==> src/rtl/seg_chaser_pkg.sv <==
// seg_chaser_pkg: segment bit indices, mode encodings and path-length helper for seg_chaser.
package seg_chaser_pkg;
  localparam logic [2:0] SEG_A  = 3'd0;
  localparam logic [2:0] SEG_B  = 3'd1;
  localparam logic [2:0] SEG_C  = 3'd2;
  localparam logic [2:0] SEG_D  = 3'd3;
  localparam logic [2:0] SEG_E  = 3'd4;
  localparam logic [2:0] SEG_F  = 3'd5;
  localparam logic [2:0] SEG_G  = 3'd6;
  localparam logic [2:0] SEG_DP = 3'd7;
  localparam logic MODE_SPIN  = 1'b0;
  localparam logic MODE_PERIM = 1'b1;
  function automatic int perim_len(input int n);
    return 2 * n + 4;
  endfunction
endpackage

==> src/rtl/chaser_tick_gen.sv <==
// chaser_tick_gen: prescaler emitting one step pulse every STEP_DIV<<speed cycles.
module chaser_tick_gen #(
  parameter int STEP_DIV = 5_000_000
) (
  input  logic       inclk,
  input  logic       reset,
  input  logic       pause,
  input  logic       clear,
  input  logic [1:0] speed,
  output logic       step
);
  localparam int CW = $clog2(STEP_DIV) + 4;
  logic [CW-1:0] cnt_q, cnt_d, top;
  always_comb begin
    top = (CW'(STEP_DIV) << speed) - CW'(1);
    step = !clear && !pause && cnt_q >= top;
    cnt_d = (clear || step) ? '0 : pause ? cnt_q : cnt_q + CW'(1);
  end
  always_ff @(posedge inclk) begin
    if (reset) cnt_q <= '0;
    else cnt_q <= cnt_d;
  end
endmodule

==> src/rtl/seg_chaser.sv <==
// seg_chaser: one-segment spin/perimeter animation driving a multiplexed seven-segment display.
module seg_chaser import seg_chaser_pkg::*; #(
  parameter int NUM_DIGITS = 4,
  parameter int STEP_DIV   = 5_000_000,
  parameter bit ACTIVE_LOW = 1'b1,
  localparam int POS_W     = $clog2(2 * NUM_DIGITS + 4)
) (
  input  logic                  inclk,
  input  logic                  reset,
  input  logic                  mode,
  input  logic                  dir,
  input  logic                  pause,
  input  logic [1:0]            speed,
  input  logic [2:0]            digit_sel,
  output logic [7:0]            segment,
  output logic [NUM_DIGITS-1:0] enable,
  output logic [POS_W-1:0]      pos,
  output logic                  wrap
);
  localparam logic [POS_W-1:0] LAST_SPIN  = POS_W'(5);
  localparam logic [POS_W-1:0] LAST_PERIM = POS_W'(perim_len(NUM_DIGITS) - 1);
  localparam logic [POS_W-1:0] P_LM = POS_W'(NUM_DIGITS - 1);
  localparam logic [POS_W-1:0] P_B  = POS_W'(NUM_DIGITS);
  localparam logic [POS_W-1:0] P_C  = POS_W'(NUM_DIGITS + 1);
  localparam logic [POS_W-1:0] P_D0 = POS_W'(NUM_DIGITS + 2);
  localparam logic [POS_W-1:0] P_DL = POS_W'(2 * NUM_DIGITS + 1);
  localparam logic [POS_W-1:0] P_E  = POS_W'(2 * NUM_DIGITS + 2);
  localparam logic [2:0] DIG_L = 3'(NUM_DIGITS - 1);
  localparam logic [7:0] SEG_OFF = ACTIVE_LOW ? 8'hFF : 8'h00;
  localparam logic [NUM_DIGITS-1:0] EN_OFF = ACTIVE_LOW ? '1 : '0;
  logic mode_q, mode_chg, step, wrapped_q, wrapped_d, wrap_q;
  logic [POS_W-1:0] pos_q, pos_d, last, pos_o_q;
  logic [2:0] sel, dig, s;
  logic [7:0] seg_q, seg_d;
  logic [NUM_DIGITS-1:0] en_q, en_d;
  chaser_tick_gen #(.STEP_DIV(STEP_DIV)) u_tick (
    .inclk(inclk),
    .reset(reset),
    .pause(pause),
    .clear(mode_chg),
    .speed(speed),
    .step (step)
  );
  always_comb begin
    mode_chg = mode != mode_q;
    last = (mode == MODE_PERIM) ? LAST_PERIM : LAST_SPIN;
    pos_d = pos_q;
    wrapped_d = 1'b0;
    if (mode_chg) pos_d = '0;
    else if (step) begin
      pos_d = dir ? ((pos_q == last) ? '0 : pos_q + POS_W'(1)) : ((pos_q == '0) ? last : pos_q - POS_W'(1));
      wrapped_d = dir ? pos_q == last : pos_q == '0;
    end
  end
  // Decode uses mode_q: it is the mode under which pos_q was computed.
  always_comb begin
    sel = ({1'b0, digit_sel} >= 4'(NUM_DIGITS)) ? DIG_L : digit_sel;
    dig = '0;
    s = SEG_F;
    if (mode_q == MODE_SPIN) begin
      dig = sel;
      s = 3'(pos_q);
    end else if (pos_q < P_B) begin
      dig = 3'(P_LM - pos_q);
      s = SEG_A;
    end else if (pos_q == P_B) s = SEG_B;
    else if (pos_q == P_C) s = SEG_C;
    else if (pos_q <= P_DL) begin
      dig = 3'(pos_q - P_D0);
      s = SEG_D;
    end else begin
      dig = DIG_L;
      s = (pos_q == P_E) ? SEG_E : SEG_F;
    end
    seg_d = SEG_OFF ^ (8'(1) << s);
    en_d = EN_OFF ^ (NUM_DIGITS'(1) << dig);
  end
  always_ff @(posedge inclk) begin
    mode_q <= mode;
    if (reset) begin
      pos_q <= '0;
      wrapped_q <= 1'b0;
      seg_q <= SEG_OFF;
      en_q <= EN_OFF;
      pos_o_q <= '0;
      wrap_q <= 1'b0;
    end else begin
      pos_q <= pos_d;
      wrapped_q <= wrapped_d;
      seg_q <= seg_d;
      en_q <= en_d;
      pos_o_q <= pos_q;
      wrap_q <= wrapped_q;
    end
  end
  assign segment = seg_q;
  assign enable = en_q;
  assign pos = pos_o_q;
  assign wrap = wrap_q;
endmodule

==> config.mk <==
export PLATFORM = sky130hd
export DESIGN_NAME = seg_chaser
export DESIGN_NICKNAME = d
export VERILOG_FILES = /design/src/rtl/seg_chaser_pkg.sv /design/src/rtl/chaser_tick_gen.sv /design/src/rtl/seg_chaser.sv
export SDC_FILE = /design/constraint.sdc
export NUM_CORES = 1
export LEC_CHECK = 0
export CELL_PAD_IN_SITES_DETAIL_PLACEMENT = 1
export CELL_PAD_IN_SITES_GLOBAL_PLACEMENT = 2
export CORE_MARGIN = 5
export CORE_UTILIZATION = 30
export DETAILED_ROUTE_END_ITERATION = 7
export PLACE_DENSITY = 0.74
export SLEW_MARGIN = 20
export SYNTH_ARGS = -nofsm -noshare
export SYNTH_HDL_FRONTEND = slang
export SYNTH_SLANG_ARGS = --single-unit
==> constraint.sdc <==
create_clock -name inclk -period 4.15 [get_ports inclk]
set_input_delay 1.0375 -clock inclk [delete_from_list [all_inputs] [get_ports inclk]]
set_output_delay 1.0375 -clock inclk [all_outputs]
set_load 0.01 [all_outputs]
==> results.cfg <==
[timing]
worst_pin_slew_ns = 0.5248
maxSlewHeadroom_pct = 64.97
max_freq_mhz = 264.9
finClkSkew_ns = 0.006153
slew_violations = 0
period_needed_ns = 3.775
tns_ns = 0
hold_viol = 0
fin_crit_sh_pct = 90.97
rsz0062_at_grt = no
whs_ns = 0.4531
setup_viol = 0

[placement]
dpl.hpwl_mm = 5.684
dpl_cell_area_sq_um = 3420
place.gp.congestion = 0.7473
port_buffers = 26

[worst_setup_path]
rr_endpoint = segment[0]
critPathCaptureType = register
worstSetupPathType = in2reg
rrSetupSlack_ns = 1.81
worstPathMaxFanout = 27
r2r_cells = 8
startpoint = speed[0]
required_ns = 4.41
critical_path.endpoint = u_tick.cnt_q[3]
cp.arrival_ns = 4.03
r2r_start = pos_q[0]
start_kind = input pin

[synth]
synth_nets = 401
postSynth.asyncResetShare_pct = 0
synth_top_area_cell = dfxtp_1
yosys_warnings = 0
yosysSeqAreaShare_pct = 32.83
netlist_top_cells_area = dfxtp_1 33%, ha_1 16%, nor2_1 6.0%
synth_edf_count = 0
ys_ff_latch = 50
synth_top_area_share_pct = 32.83
netlist_area_sq_um = 3049
netlist_instances = 353
postSynthAreaPerCell_sq_um = 8.638
ys.flop_type = dfxtp_1
ys_types = 57

[run_status]
status = complete, no violations

[routing]
drt-total-wl_mm = 7.260
ant_nets = 0
first_pass_iters = 3
route.detailed.vias_per_inst = 4.824
drcViolationCount = 0
route.met3.wl_microns = 142
wire_per_inst_microns = 14.21
num_vias = 2465
drt-met1-wl_mm = 3.347
drt_iter0_markers = 63
wl_met2_mm = 3.665
top_layer_used = met4

[clock_network]
root_buffer = clkbuf_8
cts_tree = done
cts-htree-levels = 2
clock_latency_ns = 0.33
ctsResizeCount = 0
cts.sinks = 50
hold_buffers = 0
clockBufferDepth = 2
clk_pin_slew_ns = 0.11
cts_buffers = 5
cts_setup_buffers = 0

[die]
core_sq_um = 9864
die_h_microns = 110.8
start_util_pct = 30.91
ioPinCount = 27
die-area_sq_um = 12280
rows = 36
die_w_microns = 110.8

[layout]
final_common_cell = dfxtp_1
fill_cells = 1167
mostFrequentLayoutCells = 50 x dfxtp_1, 49 x nor2_1, 38 x ha_1, 36 x nand2_1, 26 x clkdlybuf4s50_1
syn_to_final_growth_pct = 15.35
multiInputGateArea_sq_um = 1894
final_area_sq_um = 3517
nets = 425
drive_gt1_share_pct = 7.937
seq_area_sq_um = 1001
post-route-util_pct = 35.65
antenna_cells = 0

[pwr]
ir_worst_vdd_mv = 0.1535
power.density_nw_per_um2 = 254.5
p_leak_nw = 1.386
p_total_mw = 0.8950

[run]
maxCapViolCount = 0

[global_routing]
grt_pass1_wl_mm = 12.54
antenna_found_initial = 0
grt_usage_pct = 12.34
overflow = 0
grt_pass1_vias = 2537
grt_max_degree = 28

[worst_hold_path]
min_path_type = reg2reg
==> flip-flops by register name, indices dropped and copies added, names as in the netlist <==
signal and count:
u_tick.cnt_q 27, mode_q 1, pos 4, wrap 1, pos_q 4, wrapped_q 1
segment 8, enable 4
==> final cells by class <==
| type | count | area share, % |
|---|---|---|
| clock buffer | 5 | 1.957 |
| timing repair buffer | 30 | 8.253 |
| sequential | 50 | 28.46 |
| inverter | 18 | 1.921 |
| tap | 133 | 4.731 |
| clock inverter | 3 | 0.8182 |
| multi-input combinational | 272 | 53.86 |
==> synthesized netlist by cell type (all sizes together) (3+ instances only) <==
cell and n:
and3 7, buf 7, a21oi 14, nand3 17, ha 38, nor4 4, mux2i 3, clkbuf 6
xnor2 15, inv 18, nand4 10, a21o 3, nor2b 6, nand2 36, nor3 8, o21a 3
dfxtp 50, xor2 14, nor2 52, o21ai 8, a211oi 3
==> worst min path at each step <==
stage,cells after the start,endpoint,slack [ns],start
after floorplan,1,wrap,0.41,wrapped_q
after global placement,1,wrap,0.45,wrapped_q
after detailed placement,1,wrap,0.45,wrapped_q
after CTS,1,wrap,0.47,wrapped_q
after global routing,1,wrap,0.48,wrapped_q
final,1,wrap,0.45,wrapped_q
==> per-layer routing <==
metal | track usage, % | vias up
met1 | 14.97 | 1178
met3 | 2.402 | 8
li1 | - | 1265
met4 | 3.695 | 0
met2 | 21.97 | 14
met5 | 0 | -
==> power breakdown <==
| part | switching (mW) | internal, mW |
|---|---|---|
| logic | 0.0495 | 0.0375 |
| registers | 0.00372 | 0.483 |
| clock network | 0.195 | 0.127 |
==> worst max-delay path, cell delays in order <==
cell and delay, ns:
clkdlybuf4s50_1 0.48, inv_1 0.09, ha_1 0.25, inv_1 0.07, ha_1 0.13, nand2_1 0.05
nor3_1 0.17, xnor2_1 0.16, ha_1 0.27, a21oi_1 0.15, o21ai_1 0.07, a221o_1 0.39
o21ai_2 0.21, nand3_4 0.31, nor2_1 0.20
==> metrics by stage <==
stage	cells	worst slack, ns
finish	511	0.3748
global route	511	0.05744
CTS	511	0.3248
detailed placement	503	-0.005857
global placement	503	0.1419
floorplan	353	0.8899
==> cells by family after synthesis <==
kind of cell             after synthesis  share of synthesized area (%)
AO/OA/AOI/OAI                         51                          11.82
flip-flops                            50                          32.83
multiplexers                           4                          1.354
buffers and inverters                 31                          5.047
adder cells (fa/ha/maj)               38                          15.59
AND/OR/NAND/NOR                      150                          25.03
XOR/XNOR                              29                          8.330
Note: power is estimated with default switching activity, not from simulation.
